--- src/rtl/ysyx_23060201_lsu.sv ---
// Load/store unit: one request at a time from EXU, byte-lane alignment for stores and
// sign/zero extension for loads. Optional macro YSYX_23060201_LSU_ALIGN_CHECK_EN traps misaligned h/w.
module ysyx_23060201_lsu #(
   parameter int ADDR_WIDTH = 32,
   parameter int DATA_WIDTH = 32
) (
   input  logic                  clk,
   input  logic                  rst_n,
   input  logic                  in_valid,
   output logic                  in_ready,
   input  logic                  in_wen,
   input  logic                  in_ren,
   input  logic [2:0]            in_funct3,
   input  logic [ADDR_WIDTH-1:0] in_addr,
   input  logic [DATA_WIDTH-1:0] in_wdata,
   input  logic [4:0]            in_rd,
   output logic                  out_valid,
   input  logic                  out_ready,
   output logic [DATA_WIDTH-1:0] out_rdata,
   output logic [4:0]            out_rd,
   output logic                  out_err,
   output logic                  mem_wen,
   output logic [ADDR_WIDTH-1:0] mem_waddr,
   output logic [DATA_WIDTH-1:0] mem_wdata,
   output logic [7:0]            mem_wmask,
   output logic                  mem_ren,
   output logic [ADDR_WIDTH-1:0] mem_raddr,
   input  logic [DATA_WIDTH-1:0] mem_rdata
);

   typedef enum logic [2:0] {IDLE, STORE, LOAD, WAIT, RESP} state_t;

   state_t                state_q, state_d;
   logic [ADDR_WIDTH-1:0] addr_q;
   logic [DATA_WIDTH-1:0] wdata_q;
   logic [2:0]            funct3_q;
   logic [4:0]            rd_q;
   logic                  err_q;
   logic [DATA_WIDTH-1:0] rdata_q;

   logic                  inIllegal;
   logic                  inMisalign;
   logic                  inErr;
   logic [1:0]            effOff;
   logic [DATA_WIDTH-1:0] loadShift;
   logic [DATA_WIDTH-1:0] loadData;

   always_comb begin
      inIllegal = (in_wen && in_ren)
               || (in_ren && !(in_funct3 inside {3'b000, 3'b001, 3'b010, 3'b100, 3'b101}))
               || (in_wen && !(in_funct3 inside {3'b000, 3'b001, 3'b010}));
`ifdef YSYX_23060201_LSU_ALIGN_CHECK_EN
      inMisalign = (in_wen || in_ren)
                && (((in_funct3[1:0] == 2'b01) && in_addr[0])
                 || ((in_funct3[1:0] == 2'b10) && (in_addr[1:0] != 2'b00)));
`else
      inMisalign = 1'b0;
`endif
      inErr = inIllegal || inMisalign;
   end

   // Lane offset actually used: words ignore it, halves only honour the upper bit.
   // When misalignment traps, aligned accesses give the same value as the raw offset.
   always_comb begin
      case (funct3_q[1:0])
         2'b10:   effOff = 2'b00;
         2'b01:   effOff = {addr_q[1], 1'b0};
         default: effOff = addr_q[1:0];
      endcase
   end

   always_comb begin
      loadShift = mem_rdata >> {effOff, 3'b000};
      case (funct3_q)
         3'b000:  loadData = {{(DATA_WIDTH-8){loadShift[7]}}, loadShift[7:0]};
         3'b100:  loadData = {{(DATA_WIDTH-8){1'b0}}, loadShift[7:0]};
         3'b001:  loadData = {{(DATA_WIDTH-16){loadShift[15]}}, loadShift[15:0]};
         3'b101:  loadData = {{(DATA_WIDTH-16){1'b0}}, loadShift[15:0]};
         default: loadData = loadShift;
      endcase
   end

   always_comb begin
      state_d = state_q;
      case (state_q)
         IDLE: begin
            if (in_valid) begin
               if (inErr)       state_d = RESP;
               else if (in_wen) state_d = STORE;
               else if (in_ren) state_d = LOAD;
               else             state_d = RESP;
            end
         end
         STORE:   state_d = RESP;
         LOAD:    state_d = WAIT;
         WAIT:    state_d = RESP;
         RESP:    if (out_ready) state_d = IDLE;
         default: state_d = IDLE;
      endcase
   end

   // Request fields are captured on accept; the result register is cleared there so
   // stores, errors and pass-through requests all report zero data.
   always_ff @(posedge clk or negedge rst_n) begin
      if (!rst_n) begin
         state_q  <= IDLE;
         addr_q   <= '0;
         wdata_q  <= '0;
         funct3_q <= '0;
         rd_q     <= '0;
         err_q    <= 1'b0;
         rdata_q  <= '0;
      end else begin
         state_q <= state_d;
         case (state_q)
            IDLE: begin
               if (in_valid) begin
                  addr_q   <= in_addr;
                  wdata_q  <= in_wdata;
                  funct3_q <= in_funct3;
                  rd_q     <= in_rd;
                  err_q    <= inErr;
                  rdata_q  <= '0;
               end
            end
            WAIT: rdata_q <= loadData;
            RESP: begin
               if (out_ready) begin
                  err_q   <= 1'b0;
                  rdata_q <= '0;
                  rd_q    <= '0;
               end
            end
            default: ;
         endcase
      end
   end

   // Memory strobes decode straight from state so an async reset kills them at once.
   always_comb begin
      mem_wen   = 1'b0;
      mem_waddr = '0;
      mem_wdata = '0;
      mem_wmask = 8'h00;
      mem_ren   = 1'b0;
      mem_raddr = '0;
      case (state_q)
         STORE: begin
            mem_wen   = 1'b1;
            mem_waddr = {addr_q[ADDR_WIDTH-1:2], 2'b00};
            mem_wdata = wdata_q << {effOff, 3'b000};
            case (funct3_q[1:0])
               2'b00:   mem_wmask = 8'h01 << effOff;
               2'b01:   mem_wmask = 8'h03 << effOff;
               default: mem_wmask = 8'h0F;
            endcase
         end
         LOAD: begin
            mem_ren   = 1'b1;
            mem_raddr = {addr_q[ADDR_WIDTH-1:2], 2'b00};
         end
         default: ;
      endcase
   end

   assign in_ready  = (state_q == IDLE);
   assign out_valid = (state_q == RESP);
   assign out_rdata = rdata_q;
   assign out_rd    = rd_q;
   assign out_err   = err_q;

endmodule

--- config.mk ---
export PLATFORM = sky130hd
export DESIGN_NAME = ysyx_23060201_lsu
export DESIGN_NICKNAME = d
export VERILOG_FILES = /design/src/rtl/ysyx_23060201_lsu.sv
export SDC_FILE = /design/constraint.sdc
export NUM_CORES = 1
export LEC_CHECK = 0
export BUFFER_PORTS_ARGS = -buffer_cell sky130_fd_sc_hd__buf_2
export CAP_MARGIN = 10
export CORE_MARGIN = 4
export CORE_UTILIZATION = 40
export CTS_BUF_LIST = sky130_fd_sc_hd__clkbuf_16
export CTS_CLUSTER_DIAMETER = 50
export DETAILED_ROUTE_END_ITERATION = 7
export PLACE_DENSITY = 0.72
export SLEW_MARGIN = 20
export SYNTH_ARGS = -nofsm -noshare
export SYNTH_HDL_FRONTEND = slang
export SYNTH_SLANG_ARGS = --single-unit
--- constraint.sdc ---
create_clock -name clk -period 2.2 [get_ports clk]
set_input_delay 0.44 -clock clk [delete_from_list [all_inputs] [get_ports clk]]
set_output_delay 0.44 -clock clk [all_outputs]
set_load 0.01 [all_outputs]
==> flow_metrics.tcl, run 1 <==
set metrics [dict create \
    p_comb_frac 0.603 \
    grt_pass1_wl_mm 30.6 \
    post-route-drc-count 0 \
    lkg_pwr_uw 0.00454 \
    clockPowerShare 0.128 \
    drv_cap 0 \
    ctsHtreeMaxLevel 3 \
    worst_ir_drop_vdd_mv 0.787 \
    synth_ff_type "sky130_fd_sc_hd__dfrtp_1" \
    crit_arrival_ns 2.09 \
    root_buffer "sky130_fd_sc_hd__clkbuf_16" \
    rows 44 \
    crit_start "funct3_q[0]$_DFFE_PN0P_" \
    timing.critical_path.to_type "output port" \
    p_switching_uw 5150 \
    dp.final_hpwl_mm 14.1 \
    critical_path_class "reg2out" \
    critical_path_required_ns 1.76 \
    synth_async_sr_flop_share 1.00 \
    dr.first_iter.drc_count 342 \
    multi_input_logic_area_um2 3450 \
    synthCells 583 \
    synth_area_leaders "sky130_fd_sc_hd__dfrtp_1, sky130_fd_sc_hd__mux2_2, sky130_fd_sc_hd__nand2_1" \
    status "complete, but fails checks" \
    synth_cell_count_leaders "sky130_fd_sc_hd__dfrtp_1, sky130_fd_sc_hd__nand2_1, sky130_fd_sc_hd__mux2_2" \
    worst_slack_ns -0.327 \
    gp_routability_congestion 0.844 \
    grt-ovfl-total 0 \
    clk_latency_ns 0.35 \
    synth_most_common_cell "sky130_fd_sc_hd__dfrtp_1" \
    drive_gt1_frac 0.552 \
    unrepaired_setup_endpoints_after_global_routing "yes" \
    final-setup-viol-count 60 \
    synth_seq_area_share 0.460 \
    timing.critical_path.cells "inv_2, ha_4, nand2b_4, buf_6, mux2i_2, a211oi_4, buf_2" \
    grt_antenna_before_repair 2 \
    cts_sinks 108 \
    final_nets 975 \
    start_kind "register" \
    critical_path.n_buffers_inverters 3 \
    first_global_vias 5740 \
    synth_seq_cells 108 \
    ant_nets 0 \
    design.portCount 256 \
    place.port_buffers 248 \
    sequential_cell_area_um2 2700 \
    timing.final.max_slew_violations 0 \
    globalRouteTotalUtil 0.233 \
    cts_inserted_buffers 9 \
    highest_delay_cell_along_the_critical_path "sky130_fd_sc_hd__dfrtp_1" \
    r2r_start "funct3_q[0]$_DFFE_PN0P_" \
    worst_clock_skew_ns 0.00685 \
    synth.avg_cell_area_um2 10.1 \
    grt_start_max_net_pins 33 \
    post_drt_wl_per_cell_um 19.1 \
    yosys.cell_types.count 38 \
    post-route-period-util 1.15 \
    crit_fanout 6 \
    dpl_cell_area_um2 7510 \
    relSlewSlack 0.562 \
    synthDominantAreaCellType "sky130_fd_sc_hd__dfrtp_1" \
    sequentialPowerShare 0.268 \
    layout_fillers 1202 \
    slowest_delay_ns 0.40 \
    tritoncts "done" \
    internal_uw 7580 \
    maximum_clock_insertion_buffer_count 2 \
    via_count 5707 \
    dieArea_um2 16700 \
    synth_warnings 0 \
    cell_type_group_with_the_largest_total_delay_on_the_critical_path "buffers and inverters" \
    holdCritPathClass "in2async" \
    initial_core_utilization 0.406 \
    achievable-frequency_mhz 396 \
    synth_largest_type_area_fraction 0.460 \
    edff_count_synth 0 \
    floorplan.die.height_um 129 \
    syn_area_um2 5870 \
    violations "setup timing" \
    die_x_um 129 \
    flow.area_growth_from_synthesis_pct 48.1 \
    final_period_minus_worst_setup_slack_ns 2.53 \
    final_design_area_no_fill_um2 8700 \
    utilization 0.601 \
    worst_pin_slew_ns 0.657 \
    worst_setup_hold_path_clk_slew_ns 0.07 \
    switching_share 0.405 \
    drt_wl_total_mm 20.1 \
    power_per_cell_area_nw_per_um2 1460 \
    detail_route.vias_per_cell 5.41 \
    final_hold_viol_count 0 \
    design.core.area_um2 14500 \
    drt-pass1-iter-count 5 \
]
[repair_timing]
item	in CTS	in global routing
gates resized for setup	84	50
buffers inserted	15	10
hold buffers	0	0
gates cloned	3	2
pin swaps	28	16
endpoints found under the setup margin	53	96
[power groups by stage]
stage          Combinational [uW]  Sequential [uW]  Clock [uW]
3_3_place_gp                 5290             3300           0
6_report                     7680             3420        1630
4_1_cts                      6780             3370        1660
2_1_floorplan                3730             3130           0
5_1_grt                      8230             3510        1750
3_5_place_dp                 5350             3320           0
[logic make-up (layout without fill, tap and decap cells)]
family	Yosys count	in the layout	share of synthesized area
and+or+nand+nor	216	216	0.183
DFF	108	108	0.460
AOI/OAI and AO/OA	98	99	0.120
muxes	98	98	0.182
buffers and inverters	60	338	0.0492
adders and majority gates	2	2	0.00426
other	1	9	0.000639
[state kept, by name, indices dropped and copies added, names as in the netlist]
register and count:
addr_q 32, funct3_q 3, out_err 1, out_rd 5, out_rdata 32, state_q 3, wdata_q 32
[layout by cell type (no fill, tap or decap), types with 4 or more instances in the layout]
master | netlist | routed
sky130_fd_sc_hd__buf_12 | 0 | 6
sky130_fd_sc_hd__and3_4 | 0 | 13
sky130_fd_sc_hd__a32o_1 | 15 | 15
sky130_fd_sc_hd__buf_4 | 8 | 48
sky130_fd_sc_hd__nor2_1 | 24 | 21
sky130_fd_sc_hd__buf_6 | 2 | 17
sky130_fd_sc_hd__mux2_4 | 0 | 6
sky130_fd_sc_hd__clkbuf_16 | 0 | 10
sky130_fd_sc_hd__o21ai_0 | 16 | 14
sky130_fd_sc_hd__dfrtp_1 | 108 | 107
sky130_fd_sc_hd__a21oi_2 | 0 | 7
sky130_fd_sc_hd__buf_2 | 15 | 239
sky130_fd_sc_hd__and3_1 | 46 | 33
sky130_fd_sc_hd__nand2_1 | 78 | 68
sky130_fd_sc_hd__a21oi_1 | 28 | 21
sky130_fd_sc_hd__nand2_2 | 0 | 6
sky130_fd_sc_hd__conb_1 | 1 | 7
sky130_fd_sc_hd__mux2i_4 | 0 | 15
sky130_fd_sc_hd__a211o_1 | 8 | 8
sky130_fd_sc_hd__a22o_1 | 13 | 13
sky130_fd_sc_hd__a211oi_2 | 0 | 7
sky130_fd_sc_hd__mux2i_1 | 26 | 10
sky130_fd_sc_hd__nand2b_1 | 6 | 4
sky130_fd_sc_hd__and2_1 | 32 | 31
sky130_fd_sc_hd__mux2_2 | 72 | 66
sky130_fd_sc_hd__inv_1 | 5 | 4
sky130_fd_sc_hd__nand3_1 | 16 | 15
[final timing paths]
check / depth (start not counted) / end / slack, ns
max: 7 / mem_wdata[26] / -0.33
max reg2reg: 10 / out_rdata[22]$_DFFE_PN0P_ / -0.28
max in group asynchronous: 2 / wdata_q[11]$_DFFE_PN0P_ / 1.62
min: 1 / addr_q[29]$_DFFE_PN0P_ / 0.04
min in group clk: 3 / addr_q[1]$_DFFE_PN0P_ / 0.30
min reg2reg: 1 / out_rdata[22]$_DFFE_PN0P_ / 0.50
[per-stage QoR]
stage | TNS [ns] | hold slack (ns) | setup WS, ns | instances | power (uW)
2_1_floorplan | 0 | 0.144 | 0.0318 | 589 | 6860
3_3_place_gp | -0.249 | 0.421 | -0.0324 | 1007 | 8590
3_5_place_dp | -0.502 | 0.422 | -0.0518 | 1007 | 8660
4_1_cts | -7.52 | 0.0376 | -0.273 | 1040 | 11800
5_1_grt | -15.39 | 0.0495 | -0.392 | 1054 | 13500
6_report | -12.01 | 0.0364 | -0.327 | 1054 | 12700
[area by class of cell]
class                           instances  share of cell area
Antenna cell                            2            0.000575
Clock buffer                            9              0.0259
Clock inverter                          7             0.00777
Inverter                                6             0.00259
Multi-Input combinational cell        422               0.397
Sequential cell                       108               0.311
Tap cell                              184              0.0265
Timing Repair Buffer                  316               0.229
[per-layer routing]
layer  global-route usage  up-vias  part of all wire
li1                     -     2634                 -
met1                0.298     2818              0.41
met2                0.388      228              0.50
met3               0.0536       27             0.068
met4               0.0834        0             0.023
met5                    0        -                 0
Note: power is estimated with default switching activity, not from simulation.
==> run 2, diff against run 1 <==
Settings changed: PLACE_DENSITY 0.72 to 0.71, SKIP_CTS_REPAIR_TIMING set to 1.
==> flow_metrics.tcl, run 2 (same netlist as run 1, synthesis figures left out) <==
set metrics [dict create \
    dp.final_hpwl_mm 13.7 \
    final_nets 956 \
    initial_core_utilization 0.406 \
    post-route-drc-count 0 \
    worst_setup_hold_path_clk_slew_ns 0.07 \
    relSlewSlack 0.597 \
    first_global_vias 5392 \
    grt-ovfl-total 0 \
    detail_route.vias_per_cell 5.36 \
    crit-reg2reg-capture "out_rdata[20]$_DFFE_PN0P_" \
    status "complete, but fails checks" \
    root_buffer "sky130_fd_sc_hd__clkbuf_16" \
    final_period_minus_worst_setup_slack_ns 2.49 \
    dr.first_iter.drc_count 347 \
    power_per_cell_area_nw_per_um2 1400 \
    r2r_start "funct3_q[0]$_DFFE_PN0P_" \
    worst_clock_skew_ns 0.00737 \
    p_total_uw 11700 \
    holdCritPathClass "in2async" \
    design.core.area_um2 14500 \
    crit_fanout 10 \
    design.portCount 256 \
    drv_cap 0 \
    tritoncts "done" \
    cts_inserted_buffers 9 \
    start_kind "register" \
    ctsHtreeMaxLevel 3 \
    achievable-frequency_mhz 402 \
    violations "setup timing" \
    gp_routability_congestion 0.880 \
    reg2regPathDepth 8 \
    drt-pass1-iter-count 4 \
    critical_path_class "reg2out" \
    final_hold_viol_count 0 \
    cts_sinks 108 \
    most-common-layout-cells "sky130_fd_sc_hd__buf_2, sky130_fd_sc_hd__dfrtp_1, sky130_fd_sc_hd__nand2_1" \
    final-setup-viol-count 45 \
    grt_antenna_before_repair 2 \
    rows 44 \
    worst_pin_slew_ns 0.605 \
    drive_gt1_frac 0.536 \
    critical_path_required_ns 1.76 \
    globalRouteTotalUtil 0.214 \
    worst_slack_ns -0.290 \
    via_count 5552 \
    die_x_um 129 \
    post_drt_wl_per_cell_um 18.7 \
    register_to_register_setup_slack_ns -0.04 \
    worst_ir_drop_vdd_mv 0.818 \
    layout_fillers 1292 \
    grt_start_max_net_pins 46 \
    lkg_pwr_uw 0.00440 \
    ant_nets 0 \
    crit_arrival_ns 2.05 \
    flow.area_growth_from_synthesis_pct 42.1 \
    timing.final.max_slew_violations 0 \
    unrepaired_setup_endpoints_after_global_routing "yes" \
    place.port_buffers 248 \
    maximum_clock_insertion_buffer_count 2 \
    clk_latency_ns 0.35 \
    grt_pass1_wl_mm 28.0 \
    floorplan.die.height_um 129 \
    utilization 0.576 \
    timing.critical_path.to_type "output port" \
    drt_wl_total_mm 19.3 \
    final_common_cell "sky130_fd_sc_hd__buf_2" \
    post-route-period-util 1.13 \
    dieArea_um2 16700 \
]
-- run 2: changes by cell type in the layout (fill, tap and decap cells not counted), sizes merged --
| cell | delta |
|---|---|
| clkinvlp | +1 |
| clkbuf | +2 |
| buf | -21 |
| bufinv | -1 |
-- run 2: worst max-delay path by stage --
| stage | start | slack (ns) | endpoint |
|---|---|---|---|
| floorplan | funct3_q[0]$_DFFE_PN0P_ | 0.03 | mem_wdata[26] |
| finish | funct3_q[0]$_DFFE_PN0P_ | -0.29 | mem_wdata[26] |
| global route | funct3_q[1]$_DFFE_PN0P_ | -0.35 | mem_wdata[16] |
| detailed placement | funct3_q[0]$_DFFE_PN0P_ | -0.1 | out_rdata[20]$_DFFE_PN0P_ |
| global placement | funct3_q[0]$_DFFE_PN0P_ | -0.04 | mem_wdata[31] |
| CTS | funct3_q[0]$_DFFE_PN0P_ | -0.49 | mem_wdata[31] |
-- run 2: through the flow --
stage / setup WS (ns) / hold slack (ns) / TNS (ns) / instance area [um2] / std cells
2_1_floorplan: 0.0318 / 0.144 / 0 / 5950 / 589
3_3_place_gp: -0.0356 / 0.410 / -0.324 / 7490 / 1006
3_5_place_dp: -0.0972 / 0.415 / -1.97 / 7490 / 1006
4_1_cts: -0.492 / 0.0312 / -16.17 / 7760 / 1022
5_1_grt: -0.349 / 0.0405 / -9.76 / 8350 / 1035
6_report: -0.290 / 0.0247 / -7.26 / 8350 / 1035
-- run 2: final cells by class --
class                      instances  area, um2  share of cell area
clock buffer                       9        225              0.0270
timing repair buffer             297       1790               0.215
antenna                            2       5.00            0.000600
sequential                       108       2700               0.324
clock inverter                     7       43.8             0.00525
multi-input combinational        422       3320               0.398
inverter                           6       22.5             0.00270
tap                              184        230              0.0276
-- run 2: worst max-delay path: stages, from the launching register on --
cell and delay, ns:
sky130_fd_sc_hd__dfrtp_1 0.37, sky130_fd_sc_hd__inv_2 0.06, sky130_fd_sc_hd__ha_4 0.32, sky130_fd_sc_hd__nand2b_4 0.19
sky130_fd_sc_hd__buf_12 0.14, sky130_fd_sc_hd__nand2_1 0.05, sky130_fd_sc_hd__and3_1 0.18, sky130_fd_sc_hd__a211oi_2 0.22
sky130_fd_sc_hd__buf_2 0.17
-- run 2: metal layers --
metal	global-route usage	vias to the layer above	wire, um
li1	-	2594	-
met1	0.260	2685	7670
met2	0.364	235	9660
met3	0.0589	38	1510
met4	0.0778	0	472
met5	0	-	0
-- run 2: power breakdown --
part	internal (uW)	total (uW)	switching [uW]
combinational	3310	6780	3470
sequential	2730	3370	640
clock	763	1510	750
==> run 3, diff against run 2 <==
Settings changed: CORE_MARGIN 4 to 10, TNS_END_PERCENT set to 5.
==> flow_metrics.tcl, run 3 (same netlist as run 1, synthesis figures left out) <==
set metrics [dict create \
    floorplan.die.height_um 141 \
    switching_share 0.409 \
    post-route-period-util 1.14 \
    design.portCount 256 \
    fin_cells 1030 \
    dr.first_iter.drc_count 398 \
    worst_clock_skew_ns 0.00529 \
    status "complete, but fails checks" \
    final_common_cell "sky130_fd_sc_hd__buf_2" \
    worst_setup_hold_path_clk_slew_ns 0.07 \
    post-place-cells 1005 \
    antennaDiodeCount 0 \
    p_switching_uw 4710 \
    holdCritPathClass "in2async" \
    via_count 5500 \
    timing.final.max_slew_violations 0 \
    highest_delay_cell_along_the_critical_path "sky130_fd_sc_hd__dfrtp_1" \
    post-route-drc-count 0 \
    drive_gt1_frac 0.512 \
    cts_inserted_buffers 9 \
    violations "setup timing" \
    grt_antenna_before_repair 1 \
    cts_sinks 108 \
    grt-ovfl-total 0 \
    layout_fillers 1287 \
    p_total_uw 11500 \
    crit_arrival_ns 2.07 \
    rows 44 \
    final_hold_viol_count 0 \
    grt_pass1_wl_mm 31.6 \
    tritoncts "done" \
    worst_pin_slew_ns 0.608 \
    final-setup-viol-count 46 \
    final_nets 953 \
    maximum_clock_insertion_buffer_count 2 \
    root_buffer "sky130_fd_sc_hd__clkbuf_16" \
    sequential_cell_area_um2 2700 \
    register_to_register_setup_slack_ns -0.06 \
    ant_nets 0 \
    place.port_buffers 248 \
    critical_path_required_ns 1.76 \
    detail_route.vias_per_cell 5.34 \
    crit_fanout 7 \
    relSlewSlack 0.595 \
    slowest_delay_ns 0.36 \
    grt_start_max_net_pins 39 \
    dp.final_hpwl_mm 15.5 \
    p_comb_frac 0.563 \
    drv_cap 0 \
    worst_slack_ns -0.313 \
    critical_path_class "reg2out" \
    drt-pass1-iter-count 4 \
    globalRouteTotalUtil 0.196 \
    multi_input_logic_area_um2 3180 \
    sequentialPowerShare 0.293 \
    setup-tns-final_ns -7.98 \
    achievable-frequency_mhz 398 \
    initial_core_utilization 0.406 \
    timing.critical_path.to_type "output port" \
    final_period_minus_worst_setup_slack_ns 2.51 \
    r2r_start "funct3_q[0]$_DFFE_PN0P_" \
    worst_ir_drop_vdd_mv 0.909 \
    power_per_cell_area_nw_per_um2 1410 \
    crit_start "funct3_q[0]$_DFFE_PN0P_" \
    ctsHtreeMaxLevel 3 \
    clk_latency_ns 0.35 \
    lkg_pwr_uw 0.00441 \
    internal_uw 6810 \
    drt_wl_total_mm 20.9 \
    die_x_um 141 \
    gp_routability_congestion 0.858 \
    clockPowerShare 0.144 \
    first_global_vias 5731 \
    most-common-layout-cells "sky130_fd_sc_hd__buf_2, sky130_fd_sc_hd__dfrtp_1, sky130_fd_sc_hd__nand2_1" \
    timing.critical_path.cells "inv_2, ha_4, nand2b_4, clkbuf_16, buf_4, nand2_1, a21oi_1, buf_2" \
    design.core.area_um2 14500 \
    flow.area_growth_from_synthesis_pct 39.0 \
    start_kind "register" \
    critical_path.n_buffers_inverters 4 \
    fin_hold_ws_ns 0.0418 \
    unrepaired_setup_endpoints_after_global_routing "yes" \
    dieArea_um2 19900 \
    cell_type_group_with_the_largest_total_delay_on_the_critical_path "buffers and inverters" \
    post_drt_wl_per_cell_um 20.3 \
]
run 3: area by class of cell:
class / instances / area share
Clock buffer: 9 / 0.0276
Tap cell: 184 / 0.0282
Multi-Input combinational cell: 421 / 0.389
Timing Repair Buffer: 295 / 0.212
Inverter: 6 / 0.00276
Clock inverter: 7 / 0.00889
Sequential cell: 108 / 0.331
run 3: worst reg2reg max path, delay by kind of cell (launching register included):
| family | cells | cell delay [ns] |
|---|---|---|
| compound gates | 2 | 0.73 |
| fa+ha+maj | 1 | 0.32 |
| buf+inv | 2 | 0.21 |
| flops | 1 | 0.36 |
| mux | 2 | 0.32 |
| simple gates | 1 | 0.20 |
run 3: final timing paths:
check                                       endpoint  cells after the start
setup / recovery                       mem_wdata[22]                      8
hold / removal                addr_q[18]$_DFFE_PN0P_                      1
hold reg to reg             out_rdata[9]$_DFFE_PN0P_                      2
max in group asynchronous   out_rdata[1]$_DFFE_PN0P_                      2
setup reg to reg           out_rdata[23]$_DFFE_PN0P_                      8
min in group clk               addr_q[1]$_DFFE_PN0P_                      3
run 3: metal layers:
layer / up-vias / part of all wire / GRT usage
li1: 2571 / - / -
met1: 2686 / 0.40 / 0.234
met2: 207 / 0.49 / 0.317
met3: 34 / 0.083 / 0.0779
met4: 2 / 0.019 / 0.0543
met5: - / 0.00086 / 0
run 3: power groups by stage:
stage / Sequential, uW / Clock, uW / Combinational [uW]
final: 3370 / 1660 / 6490
after floorplan: 3130 / 0 / 3650
after CTS: 3290 / 1710 / 5340
after detailed placement: 3310 / 0 / 5330
after global placement: 3300 / 0 / 5250
after global routing: 3460 / 1770 / 7000
run 3: metrics by stage:
step / cell area [um2] / util / setup WS [ns]
detailed placement: 7460 / 0.515 / -0.106
finish: 8160 / 0.564 / -0.313
global route: 8160 / 0.564 / -0.425
global placement: 7460 / 0.515 / -0.0202
floorplan: 5910 / - / -0.0679
CTS: 7760 / 0.536 / -0.507
